===== config.mk =====
export PLATFORM = sky130hd
export DESIGN_NAME = mux2x1_arbiter_flat
export DESIGN_NICKNAME = d
export VERILOG_FILES = /design/src/rtl/mux2x1_arbiter_if.sv /design/src/rtl/mux2x1_arbiter.sv /design/src/flat_wrapper.sv
export SDC_FILE = /design/constraint.sdc
export NUM_CORES = 1
export LEC_CHECK = 0
export CAP_MARGIN = 20
export CELL_PAD_IN_SITES_DETAIL_PLACEMENT = 0
export CELL_PAD_IN_SITES_GLOBAL_PLACEMENT = 1
export CORE_ASPECT_RATIO = 1.1
export CORE_MARGIN = 4
export CORE_UTILIZATION = 46
export DETAILED_ROUTE_END_ITERATION = 10
export GPL_ROUTABILITY_DRIVEN = 0
export GPL_TIMING_DRIVEN = 0
export PLACE_DENSITY = 0.75
export SETUP_SLACK_MARGIN = 0.2
export SYNTH_ARGS = -nofsm -noshare
export SYNTH_HDL_FRONTEND = slang
export SYNTH_SLANG_ARGS = --single-unit

===== constraint.sdc =====
create_clock -name clk -period 3 [get_ports clk]
set_clock_uncertainty 0.2 [all_clocks]
set_input_delay 0.3 -clock clk [delete_from_list [all_inputs] [get_ports clk]]
set_output_delay 0.3 -clock clk [all_outputs]
set_load 0.005 [all_outputs]

===== src/rtl/mux2x1_arbiter_if.sv =====
// mux2x1_arbiter_if: producer/consumer signals of the two-source round-robin output mux
interface mux2x1_arbiter_if #(
  parameter int DATA_WIDTH = 2
);
  logic [DATA_WIDTH-1:0] data_in0;
  logic                  valid_0;
  logic [DATA_WIDTH-1:0] data_in1;
  logic                  valid_1;
  logic                  pause_out;
  logic [DATA_WIDTH-1:0] data_out;
  logic                  valid_out;
  logic                  selector;
  logic                  full_0;
  logic                  full_1;
  logic                  overflow_0;
  logic                  overflow_1;
  modport master (
    output data_in0, valid_0, data_in1, valid_1, pause_out,
    input  data_out, valid_out, selector, full_0, full_1, overflow_0, overflow_1
  );
  modport slave (
    input  data_in0, valid_0, data_in1, valid_1, pause_out,
    output data_out, valid_out, selector, full_0, full_1, overflow_0, overflow_1
  );
endinterface


===== src/rtl/mux2x1_arbiter.sv =====
// mux2x1_arbiter: two input FIFOs feeding one registered output through a round-robin grant
module mux2x1_arbiter #(
  parameter int DATA_WIDTH = 2,
  parameter int FIFO_DEPTH = 4
) (
  input logic           clk,
  input logic           reset_L,
  mux2x1_arbiter_if.slave bus
);
  localparam int AW = $clog2(FIFO_DEPTH);
  localparam int CW = AW + 1;
  localparam logic [CW-1:0] FULL = CW'(FIFO_DEPTH);
  logic [DATA_WIDTH-1:0] mem [2][FIFO_DEPTH];
  logic [DATA_WIDTH-1:0] din [2];
  logic [AW-1:0]         wr_ptr [2];
  logic [AW-1:0]         rd_ptr [2];
  logic [CW-1:0]         count [2];
  logic [1:0]            valid, elig, pop, push_ok, ovf;
  logic                  last_grant, grant_any, grant_idx;
  assign valid = {bus.valid_1, bus.valid_0};
  assign din[0] = bus.data_in0;
  assign din[1] = bus.data_in1;
  assign bus.full_0 = count[0] == FULL;
  assign bus.full_1 = count[1] == FULL;
  assign bus.overflow_0 = ovf[0];
  assign bus.overflow_1 = ovf[1];
  // Grant the lone eligible FIFO, or the one not served last when both compete; a full FIFO still accepts a push when it is popped at the same edge
  always_comb begin
    elig = {count[1] != '0, count[0] != '0} & {2{~bus.pause_out}};
    grant_any = |elig;
    grant_idx = &elig ? ~last_grant : elig[1];
    pop = grant_any ? (grant_idx ? 2'b10 : 2'b01) : 2'b00;
    push_ok = valid & ({count[1] != FULL, count[0] != FULL} | pop);
  end
  // FIFO storage needs no reset: only entries covered by the counts are ever read
  always_ff @(posedge clk) begin
    for (int i = 0; i < 2; i++)
      if (push_ok[i]) mem[i][wr_ptr[i]] <= din[i];
  end
  // Pointers, counts, sticky overflow flags, grant history and the registered output stage
  always_ff @(posedge clk or negedge reset_L) begin
    if (!reset_L) begin
      for (int i = 0; i < 2; i++) begin
        wr_ptr[i] <= '0;
        rd_ptr[i] <= '0;
        count[i]  <= '0;
      end
      ovf           <= '0;
      last_grant    <= 1'b1;
      bus.data_out  <= '0;
      bus.valid_out <= 1'b0;
      bus.selector  <= 1'b0;
    end else begin
      for (int i = 0; i < 2; i++) begin
        if (push_ok[i]) wr_ptr[i] <= wr_ptr[i] + 1'b1;
        if (pop[i]) rd_ptr[i] <= rd_ptr[i] + 1'b1;
        count[i] <= count[i] + CW'(push_ok[i]) - CW'(pop[i]);
        if (valid[i] && !push_ok[i]) ovf[i] <= 1'b1;
      end
      bus.valid_out <= grant_any;
      if (grant_any) begin
        bus.data_out <= mem[grant_idx][rd_ptr[grant_idx]];
        bus.selector <= grant_idx;
        last_grant   <= grant_idx;
      end
    end
  end
endmodule


===== src/flat_wrapper.sv =====
// flat-port wrapper written by rule: the top's interface ports become plain ports
module mux2x1_arbiter_flat 
#(
  parameter int DATA_WIDTH = 2,
  parameter int FIFO_DEPTH = 4
)
  (clk, reset_L, bus_data_in0, bus_valid_0, bus_data_in1, bus_valid_1, bus_pause_out, bus_data_out, bus_valid_out, bus_selector, bus_full_0, bus_full_1, bus_overflow_0, bus_overflow_1);
  mux2x1_arbiter_if #(.DATA_WIDTH(DATA_WIDTH)) bus_i ();
  input logic clk;
  input logic reset_L;
  input wire logic [$bits(bus_i.data_in0)-1:0] bus_data_in0;
  input wire logic [$bits(bus_i.valid_0)-1:0] bus_valid_0;
  input wire logic [$bits(bus_i.data_in1)-1:0] bus_data_in1;
  input wire logic [$bits(bus_i.valid_1)-1:0] bus_valid_1;
  input wire logic [$bits(bus_i.pause_out)-1:0] bus_pause_out;
  output wire logic [$bits(bus_i.data_out)-1:0] bus_data_out;
  output wire logic [$bits(bus_i.valid_out)-1:0] bus_valid_out;
  output wire logic [$bits(bus_i.selector)-1:0] bus_selector;
  output wire logic [$bits(bus_i.full_0)-1:0] bus_full_0;
  output wire logic [$bits(bus_i.full_1)-1:0] bus_full_1;
  output wire logic [$bits(bus_i.overflow_0)-1:0] bus_overflow_0;
  output wire logic [$bits(bus_i.overflow_1)-1:0] bus_overflow_1;
  assign bus_i.data_in0 = bus_data_in0;
  assign bus_i.valid_0 = bus_valid_0;
  assign bus_i.data_in1 = bus_data_in1;
  assign bus_i.valid_1 = bus_valid_1;
  assign bus_i.pause_out = bus_pause_out;
  assign bus_data_out = bus_i.data_out;
  assign bus_valid_out = bus_i.valid_out;
  assign bus_selector = bus_i.selector;
  assign bus_full_0 = bus_i.full_0;
  assign bus_full_1 = bus_i.full_1;
  assign bus_overflow_0 = bus_i.overflow_0;
  assign bus_overflow_1 = bus_i.overflow_1;
  mux2x1_arbiter #(.DATA_WIDTH(DATA_WIDTH), .FIFO_DEPTH(FIFO_DEPTH)) u_core (.clk(clk), .reset_L(reset_L), .bus(bus_i));
endmodule

### Word-level counts from Yosys, hierarchy flattened

Memory sizes are Yosys's and may differ from the RTL's.
Cells that the tools add are included.

| storage, ports and cells | value |
|---|---|
| bits in registers | 21 |
| RAM bits | 16 |
| bits of input ports | 9 |
| output and inout port bits | 8 |
| memories kept | 1 |

Memories:

| name | words | width | read ports | clocked after Yosys merged registers in | write ports | line | source |
|---|---|---|---|---|---|---|---|
| u_core.mem | 2 | 8 | 1 | 0 | 2 | mux2x1_arbiter.sv:13 | `logic [DATA_WIDTH-1:0] mem [2][FIFO_DEPTH];` |

| cells by class | value |
|---|---|
| $add $sub $neg | 8 |
| order comparisons | 6 |
| equality and inequality tests | 4 |
| multiplexer cells | 17 |
| bitwise logic cells | 9 |
| reductions and logical operators | 10 |

Operators with widths:

| operator | number |
|---|---|
| 2-to-1 mux 2 bit | 9 |
| 2-to-1 mux 8 bit | 2 |
| >= comparator 3 bit, second input constant | 3 |
| inverter 2 -> 3 bit | 3 |
| adder 2 x 1 -> 2 bit, second input constant | 4 |
| demux 2 bit (select 2 bit) | 2 |
| adder 3 x 1 -> 3 bit | 2 |
| == test 3 bit, second input constant | 2 |
| < comparator 3 x 1 -> 1 bit, second input constant | 2 |
| != test 3 bit, second input constant | 2 |
| nonzero test 3 bit | 2 |
| subtractor 3 x 1 -> 3 bit | 2 |
| AND 2 bit | 2 |
| binary-select mux 2 bit (select 2 bit) | 1 |
| logical AND 1 bit | 4 |
| 2-to-1 mux 1 bit | 3 |
| >= comparator 2 bit, second input constant | 1 |
| zero test 1 bit | 2 |
| inverter 1 bit | 2 |
| inverter 1 -> 2 bit | 1 |
| OR 2 bit | 1 |
| AND reduction 2 bit | 1 |
| OR reduction 2 bit | 1 |

### Logic depth before layout (Yosys ltp)

| logic depth | value |
|---|---|
| depth in word-level cells | 12 |
| mapped depth | 8 |
| depth with buffers taken out | 8 |

### Worst setup path before layout

No wires, ideal clock.

| path | value |
|---|---|
| path kind | register to register |
| from | reg u_core.count[1] (netlist name) |
| to | reg u_core.count[5] (netlist name) |
| setup time | 0.123 ns |
| data arrival time | 2.104 ns |
| slack | 0.574 ns |
| stages on the path, launching flop included | 9 |
| cells stage by stage | dfrtp_1 > or3_1 > buf_2 > a211oi_4 > ha_1 > inv_1 > ha_1 > fa_1 > xnor2_1 |

| on the way | value |
|---|---|
| cells in the longest elaborated chain, start to end | 10 |

RTL lines:

| what | line | source |
|---|---|---|
| start, declared | mux2x1_arbiter.sv:17 | `logic [CW-1:0] count [2];` |
| start signal, assigned by index | mux2x1_arbiter.sv:57 | `count[i] <= count[i] + CW'(push_ok[i]) - CW'(pop[i]);` |
| nonzero test 3 bit (*) | mux2x1_arbiter.sv:29 | `elig = {count[1] != '0, count[0] != '0} & {2{~bus.pause_out}};` |
| AND 2 bit (*) | mux2x1_arbiter.sv:29 |  |
| AND reduction 2 bit | mux2x1_arbiter.sv:31 | `grant_idx = &elig ? ~last_grant : elig[1];` |
| 2-to-1 mux 1 bit | mux2x1_arbiter.sv:31 |  |
| 2-to-1 mux 2 bit | mux2x1_arbiter.sv:32 | `pop = grant_any ? (grant_idx ? 2'b10 : 2'b01) : 2'b00;` |
| 2-to-1 mux 2 bit (*) | mux2x1_arbiter.sv:32 |  |
| via u_core.pop[0] | mux2x1_arbiter.sv:18 | `logic [1:0] valid, elig, pop, push_ok, ovf;` |
| OR 2 bit | mux2x1_arbiter.sv:33 | `push_ok = valid & ({count[1] != FULL, count[0] != FULL} \| pop);` |
| AND 2 bit | mux2x1_arbiter.sv:33 |  |
| adder 3 x 1 -> 3 bit | mux2x1_arbiter.sv:57 |  |
| subtractor 3 x 1 -> 3 bit (*) | mux2x1_arbiter.sv:57 |  |

Mark *: on every way through the listed nets, which the timed path passes. The rest lies on a longest branch.
A chain may end at the register's enable or synchronous reset.

### Final worst setup path

Same ends and word-level chain as after synthesis.

==> results.txt <==
status: complete, no violations
Clk pwr share: 15.9%
post-route minimum period: 2.62 ns
Net Count, Synth: 165
worst reg2reg path depth: 8
CTS tree: built
largest net degree at the start of global routing: 22
drt wl/cell: 13.5 um
initial DRC count: 55
detail-routed via count per cell: 4.96
die height: 73.6 um
CTS buffer count: 5
max-slew violations: 0
Int Pwr: 1.33 mW
Num Clock Sinks: 37
Mapped Area: 1800 um^2
root buffer cell: clkbuf_8
setup slack after layout: 0.379 ns
post-CTS resize count: 0
number of global-route vias before repair: 1080
Power Total: 2.08 mW
NetSw: 0.749 mW
mean post-synth cell area: 12.7 um^2
Final nets: 192
TNS Setup: 0 ns
Post-Synth Adder-Cell Area: 10.6%
Hold Fails Final Rpt: 0
global-route usage over all layers: 14.0%
Synth warnings: 0
peak supply drop: 524 uV
slowest cell on the critical path: dfrtp_1
main combinational cell family by area after synthesis: adder cells
max-cap viol count: 0
placed cell areas: 2020 um^2
top_reg_cell synth: dfrtp_1
P_leak: 0.908 nW
crit path max fanout: 7
Simple-Gate Fraction of Synth Area: 9.39%
via count: 1092
most frequent CP cell: ha_1
Synth cell types: 39
WL final: 2.96 mm
io pins: 17
first drt pass iteration count: 4
Starting Density: 48.4%
first-pass GRT wire length: 4.95 mm
Synth area leader: dfrtp_1
dominant cells by area after synthesis: dfrtp_1 28%, edfxtp_1 27%, ha_1 8.4%, mux2i_1 4.5%, xnor2_1 3.4%
total global routing overflow: 0
critical path data arrival time: 2.59 ns
clock buffer depth: 2
FILL cells: 312
floorplan row count: 23
Hold WC Path Type: primary input to async pin
unrepaired setup endpoints after global routing: no
post-synthesis register bit count: 37
switching part of the total power: 36.0%
chip width: 67.6 um
asr flop ratio synth: 56.8%
mux share of post-synthesis cell area: 5.08%
CP cell instances: or3_1 > buf_2 > a211oi_4 > ha_1 > inv_1 > ha_1 > fa_1 > xnor2_1
Synth Instances: 142
Seq/Total Area, Yosys: 56.0%
Levels on crit path: 8
fraction of synthesized cell area in xor and xnor cells: 4.87%
f_max: 0.382 GHz
Compound-Gate Fraction of Synth Area: 10.0%
Placement Setup Slack: 0.145 ns
DRC Markers: 0
initial antenna violation count: 0
antenna cell count: 0
Comb power frac: 42.4%
DRT antenna net count: 0
final period utilization: 87.4%
clock-pin slew on the worst setup and hold paths: 0.07 ns
Slew @ Worst Pin: 0.596 ns
clk_lat worst skew: 0.29 ns
WP data required: 2.97 ns
layout overhead on the synthesized area: 19.8%
share of the synthesized area in the top cell type: 27.8%
largest delay contributor family on the critical path: adder cells
share of cells above drive strength 1: 11.2%
H-tree depth: 2
Critical Path Source Type: flip-flop
CP endpoint kind: flip-flop
Flop pwr share: 41.7%
Post-synth EDFFs: 16
kind of critical path: flip-flop to flip-flop
Final HPWL DP: 2.16 mm
Buffers on Ports: 16
Relative slew margins: 59.9%
post-route cell area: 2150 um^2
max incr delay on CP: 0.41 ns
power density cells: 967 nW/um^2
Buf/Inv on CP: 2
Core ar.: 3710 um^2
final setup violation count: 0
die footprint: 4970 um^2
==> worst reg2reg max path, stage by stage (launching register included) <==
cell,delay [ns]
dfrtp_1,0.41
or3_1,0.37
buf_2,0.18
a211oi_4,0.40
ha_1,0.20
inv_1,0.04
ha_1,0.18
fa_1,0.38
xnor2_1,0.14
==> repair_timing <==
action,in CTS,in global routing
setup endpoints to repair,0,1
hold buffers,0,0
setup buffers,0,3
endpoints found under the hold margin,0,0
==> synth_stat cells, types with 2 or more instances <==
cell type,instances
inv_1,16
and3_1,5
a21oi_1,3
nand3_1,2
nor2_1,6
and2_1,5
edfxtp_1,16
nor3_1,2
o21bai_1,2
xnor2_1,7
o21ai_0,5
fa_1,2
dfrtp_1,20
nand2_1,3
xor2_1,3
a311oi_1,2
a211oi_1,3
ha_1,12
mux2i_1,8
==> path summary, 6_finish.rpt <==
| path | from | end | slack [ns] |
|---|---|---|---|
| min in group clk | u_core.ovf[1] | u_core.ovf[1] | 0.28 |
| max reg2reg | u_core.count[1] | u_core.count[5] | 0.38 |
| max | u_core.count[1] | u_core.count[5] | 0.38 |
| min reg2reg | u_core.ovf[1] | u_core.ovf[1] | 0.28 |
| min | reset_L | u_core.rd_ptr[1] | 0.03 |
| max in group asynchronous | reset_L | u_core.last_grant | 2.13 |
==> sequential cells by signal, indices dropped and copies added (netlist names) <==
name / count
u_core.bus.data_out: 2
u_core.bus.selector: 1
u_core.bus.valid_out: 1
u_core.count: 6
u_core.last_grant: 1
u_core.mem: 16
u_core.ovf: 2
u_core.rd_ptr: 4
u_core.wr_ptr: 4
==> stage by stage <==
step | std cells | utilization (%) | hold WS [ns]
3_5_place_dp | 208 | 54.4 | 0.268
3_3_place_gp | 208 | 54.4 | 0.261
5_1_grt | 220 | 58.0 | 0.0221
2_1_floorplan | 142 | - | -0.196
6_report | 220 | 58.0 | 0.0291
4_1_cts | 216 | 56.7 | 0.285
==> cells by family after synthesis <==
family                   Yosys count
buffers and inverters             19
AO/OA/AOI/OAI                     24
adder cells (fa/ha/maj)           14
AND/OR/NAND/NOR                   29
multiplexers                       9
XOR/XNOR                          10
flip-flops                        37
==> final cells by class <==
cell class / instances / area [um^2] / share of cell area [%]
flip-flops and latches: 37 / 1010 / 46.8
inverters: 16 / 60.1 / 2.79
clock inverters: 2 / 10.0 / 0.465
multi-input cells: 86 / 718 / 33.4
repair buffers: 20 / 210 / 9.76
clock buffers: 6 / 72.6 / 3.37
plain buffers: 3 / 12.5 / 0.581
well taps: 50 / 62.6 / 2.91
==> layout by cell type (no fill, tap or decap), types with 3 or more instances in the layout <==
cell type and n:
a211oi_1 3, a21oi_1 3, and2_1 5, and3_1 5
buf_4 3, clkbuf_8 5, clkdlybuf4s50_1 16, dfrtp_1 20
edfxtp_1 16, ha_1 12, inv_1 16, mux2i_1 8
nand2_1 3, nor2_1 6, o21ai_0 5, xnor2_1 7
xor2_1 3
==> per-layer routing <==
layer	vias up	track usage [%]	routed length [um]
li1	547	-	-
met1	525	16.6	1350
met2	15	22.1	1460
met3	5	4.13	80
met4	0	8.78	65
met5	-	0	0
==> power groups by stage <==
stage | Combinational, mW | Sequential, mW | Clock (mW)
2_1_floorplan | 0.620 | 0.849 | 0
3_3_place_gp | 0.824 | 0.865 | 0
3_5_place_dp | 0.864 | 0.877 | 0
4_1_cts | 0.869 | 0.869 | 0.348
5_1_grt | 0.999 | 0.893 | 0.368
6_report | 0.882 | 0.869 | 0.331
No activity file was read; power rests on OpenSTA's default activity.
==> patch 1, RTL diff (config.mk and constraints unchanged) <==
`FIFO_DEPTH` is set to 4 in 2 places; all go to 2.
--- a/src/rtl/mux2x1_arbiter.sv
+++ b/src/rtl/mux2x1_arbiter.sv
@@ -1,7 +1,7 @@
 // mux2x1_arbiter: two input FIFOs feeding one registered output through a round-robin grant
 module mux2x1_arbiter #(
   parameter int DATA_WIDTH = 2,
-  parameter int FIFO_DEPTH = 4
+  parameter int FIFO_DEPTH = 2
 ) (
   input logic           clk,
   input logic           reset_L,
--- a/src/flat_wrapper.sv
+++ b/src/flat_wrapper.sv
@@ -2,7 +2,7 @@
 module mux2x1_arbiter_flat 
 #(
   parameter int DATA_WIDTH = 2,
-  parameter int FIFO_DEPTH = 4
+  parameter int FIFO_DEPTH = 2
 )
   (clk, reset_L, bus_data_in0, bus_valid_0, bus_data_in1, bus_valid_1, bus_pause_out, bus_data_out, bus_valid_out, bus_selector, bus_full_0, bus_full_1, bus_overflow_0, bus_overflow_1);
   mux2x1_arbiter_if #(.DATA_WIDTH(DATA_WIDTH)) bus_i ();
Formal check against the unedited RTL: not equivalent (a bounded check fails within 4 cycles, from zero or initial values and one cycle with reset_L low).
==> patch 1 against the original RTL <==
  * Routed wire length decreased by 48%
  * Count of clock-buffer cells in the layout down 2
  * Hold slack better by 0.15 ns
  * Synthesized area down 45%
  * Cell area shrank 44%
  * Worst setup slack improved by 0.57 ns
  * Via count is 46% lower
  * Total power fell by 45%
  * Non-clock buffer count down 7
  * Sequential cell count shrank 14
  * Synthesized cell count is 49% lower
==> patch 1: results <==
group,metric,value,unit
setup_path,worstPathMaxFanout,6,
routing,vias_per_cell,4.88,
logic_synthesis,synth_top_area_share,0.357,
finish,diodes,0,
logic_synthesis,synth_xor_xnor_area_share,0.0804,
grt,antenna_found_initial,0,
finish,finalNetCount,106,
cts,cts_buffers,3,
logic_synthesis,yosys_most_used_dff,"dfrtp_1",
routing,drtIter0Drc,1,
grt,grt_first_pass_wirelength,2.69,mm
power_and_ir_drop,p_leak,0.507,nW
grt,grt_start_max_net_pins,16,
routing,wl_per_cell,12.7,um
logic_synthesis,ys_async_sr_fraction,0.652,
logic_synthesis,synth_fa_ha_area_frac,0.0383,
cts,clkTransAtPathRegs,0.12,ns
cts,cts_resized,0,
logic_synthesis,synth_compound_area_frac,0.0561,
logic_synthesis,syn-num-nets,85,
finish,final_layout_size_suffix_gt1_frac,0.0860,
finish,fill_cells,159,
setup_path,max_stage_delay,0.43,ns
cts,ctsLongestPathBuffers,2,
logic_synthesis,synth_edf_count,8,
outcome,status,"finished, final reports clean",
setup_path,crit_arrival,2.09,ns
routing,dr.pass1.iters,2,
logic_synthesis,synth_mux_area_frac,0.0842,
cts,clockRootBuffer,"clkbuf_4",
finish,largest_reg_flops,8,
grt,grt_pass1_vias,600,
logic_synthesis,ys_warn_count,0,
grt,globalRouteTotalUtil,0.130,
cts,h-tree-depth,1,
setup_path,critPathTopFamily,"adder cells",
placement,io_buffers,16,
setup_path,cp-startpoint,"u_core.count[3]",
logic_synthesis,ys_seq_area_frac,0.629,
setup_path,slowest_stage,"dfrtp_1",
power_and_ir_drop,ir_drop,0.000490,V
logic_synthesis,synthTopCellsByArea,"dfrtp_1 36%, edfxtp_1 24%, mux2i_1 6.1%",
worst_hold_path,hold_class,"in -> async",
placement,dp_hpwl,1.20,mm
timing,maxSlewHeadroom,0.543,
logic_synthesis,synth_common_cells,"14 x dfrtp_1, 8 x edfxtp_1, 7 x inv_1",
cts,cts_setup_buffers,0,
logic_synthesis,ys_types,21,
cts,worstSkewPairLatency,0.31,ns
-- patch 1: cell count changes after synthesis, moves of 3 or more --
cell / unedited run / this run
and3_1: 5 / 2
o21ai_0: 5 / 2
inv_1: 16 / 7
dfrtp_1: 20 / 14
ha_1: 12 / 3
and2_1: 5 / 0
edfxtp_1: 16 / 8
a211oi_1: 3 / 0
-- patch 1: path summary, 6_finish.rpt --
path	depth (start not counted)	endpoint	slack [ns]
min in group clk	1	u_core.ovf[1]	0.28
worst min register to register	1	u_core.ovf[1]	0.28
worst min-delay path	1	u_core.bus.valid_out	0.18
worst max-delay path	7	u_core.count[1]	0.95
max in group asynchronous	1	u_core.wr_ptr[0]	1.98
worst max register to register	7	u_core.count[1]	0.95
-- patch 1: logic make-up (layout without fill, tap and decap cells) --
family | count (synthesis) | after routing
DFF | 23 | 23
and+or+nand+nor | 15 | 15
adders and majority gates | 3 | 3
muxes | 8 | 8
buffers and inverters | 7 | 27
xor gates and xnor gates | 9 | 9
AOI/OAI and AO/OA | 8 | 8
-- patch 1: final cells by class --
type                       instances  area [sq um]  area share
clock buffer                       4          26.3      0.0219
inverter                           7          26.3      0.0219
multi-input combinational         43           338       0.281
sequential                        23           617       0.513
tap                               28          35.0      0.0291
timing repair buffer              16           160       0.133
-- patch 1: routing by layer --
| layer | up-vias | part of all wire | global-route usage | routed length (um) |
|---|---|---|---|---|
| li1 | 289 | - | - | - |
| met1 | 280 | 0.42 | 0.157 | 642 |
| met2 | 16 | 0.50 | 0.197 | 776 |
| met3 | 5 | 0.049 | 0.0345 | 75 |
| met4 | 0 | 0.030 | 0.0899 | 47 |
| met5 | - | 0 | 0 | 0 |
-- patch 1: power breakdown --
part	switching, mW	internal (mW)
Combinational	0.204	0.263
Clock	0.0907	0.0519
Sequential	0.0812	0.455
Total	0.376	0.770
-- patch 1: through the flow --
step           cell area [sq um]  setup WS (ns)  hold WS (ns)  cells   util
4_1_cts                     1200          0.934         0.209    121  0.595
5_1_grt                     1200          0.815         0.217    121  0.595
3_5_place_dp                1180          0.723         0.263    117  0.582
2_1_floorplan                981           1.12        -0.196     73      -
6_report                    1200          0.954         0.184    121  0.595
3_3_place_gp                1180          0.773         0.258    117  0.582
==> patch 2, RTL diff (same settings) <==
Without the edit above. Make the reset (`reset_L`) synchronous in one clocked block.
--- a/src/rtl/mux2x1_arbiter.sv
+++ b/src/rtl/mux2x1_arbiter.sv
@@ -38,7 +38,7 @@
       if (push_ok[i]) mem[i][wr_ptr[i]] <= din[i];
   end
   // Pointers, counts, sticky overflow flags, grant history and the registered output stage
-  always_ff @(posedge clk or negedge reset_L) begin
+  always_ff @(posedge clk) begin
     if (!reset_L) begin
       for (int i = 0; i < 2; i++) begin
         wr_ptr[i] <= '0;
Behaviour: differs if reset_L is asserted again (counterexample within 4 cycles, from zero or initial values and one cycle with reset_L low); with reset_L held inactive, the same outputs for 10 cycles.
==> patch 2 against the original RTL <==
  * Synthesized area decreased by 4.0%
  * Critical path depth increased by 2
  * First-iteration DRC count decreased by 11%
  * Sequential cell count unchanged
  * Non-clock buffer count increased by 2
  * Cell area decreased by 0.52%
  * Total power decreased by 19%
  * Worst setup slack got worse by 0.098 ns
  * Global-route usage decreased by 0.50 points
  * Fmax decreased by 3.6%
  * Routed wire length decreased by 2.8%
  * Highest routed layer unchanged
==> patch 2: results <==
group,metric,value,unit
outcome,status,"finished, final reports clean",
timing,clock.fmax,368,MHz
grt,grt_first_pass_wirelength,4.71,mm
logic_synthesis,ys_types,28,
logic_synthesis,synthTopCellsByArea,"edfxtp_1 42%, dfxtp_1 15%, ha_1 8.7%",
finish,regArea,986,sq um
placement,dp_hpwl,2.22,mm
finish,buffer_area_frac,0.103,
logic_synthesis,synth_compound_area_frac,0.0740,
finish,multiInputGateArea,714,sq um
setup_path,crit_arrival,2.70,ns
logic_synthesis,synth_edf_count,24,
finish,finalNetCount,191,
finish,nNonClkBuffers,25,
worst_hold_path,hold_class,"reg -> reg",
setup_path,r2r_start,"u_core.count[0][1]",
grt,globalRouteTotalUtil,0.135,
finish,multi_input_gates,80,
logic_synthesis,syn-num-nets,161,
power_and_ir_drop,comb-power,618,uW
routing,vias_per_cell,4.82,
setup_path,worstPathMaxFanout,5,
logic_synthesis,synth_xor_xnor_area_share,0.0305,
power_and_ir_drop,ir_drop,0.000373,V
logic_synthesis,ys_async_sr_fraction,0,
power_and_ir_drop,p_leak,0.851,nW
routing,routed_wirelength,2.88,mm
setup_path,r2r_cells,10,
grt,grt_pass1_vias,1071,
routing,drtIter0Drc,49,
finish,final_layout_size_suffix_gt1_frac,0.195,
grt,grt_start_max_net_pins,12,
timing,tightest_slew,0.451,ns
setup_path,r2r_end,"u_core.count[0][5]",
finish,nNonClkInverters,19,
logic_synthesis,synth_common_cells,"24 x edfxtp_1, 17 x inv_1, 14 x and2_1",
finish,fill_cells,329,
finish,clk_share,0.0386,
logic_synthesis,synth_fa_ha_area_frac,0.110,
power_and_ir_drop,seq_power,750,uW
placement,pre_cts_ws,0.00757,ns
logic_synthesis,synth_mux_area_frac,0.0522,
setup_path,rrSetupSlack,0.28,ns
## patch 2: what timing repair did
item	4_1_cts	5_1_grt
setup endpoints to repair	2	2
buffers inserted	0	7
gates resized for setup	4	11
gates cloned	0	0
pin swaps	1	8
hold endpoints to repair	0	0
## patch 2: through the flow
stage	total power, mW	std cells	hold slack [ns]	instance area (sq um)
after floorplan	1.11	138	0.199	1730
after global placement	1.26	204	0.269	1950
after detailed placement	1.29	204	0.279	1950
after CTS	1.64	212	0.296	2050
after global routing	1.84	219	0.358	2140
final	1.69	219	0.297	2140
## patch 2: layer usage
metal,track usage,share of wire,vias to the layer above
met5,0,0,-
met4,0.0609,0.019,0
met3,0.0480,0.049,5
met2,0.227,0.52,17
met1,0.153,0.41,503
li1,-,-,530
## patch 2: critical path, cell delays in order (launching register included)
cell     delay (ns)
dfxtp_4        0.35
or3_4          0.40
a211o_4        0.38
a21bo_4        0.26
inv_4          0.09
ha_4           0.12
inv_2          0.03
fa_2           0.36
xnor2_2        0.15
xnor2_1        0.12
and2_1         0.15
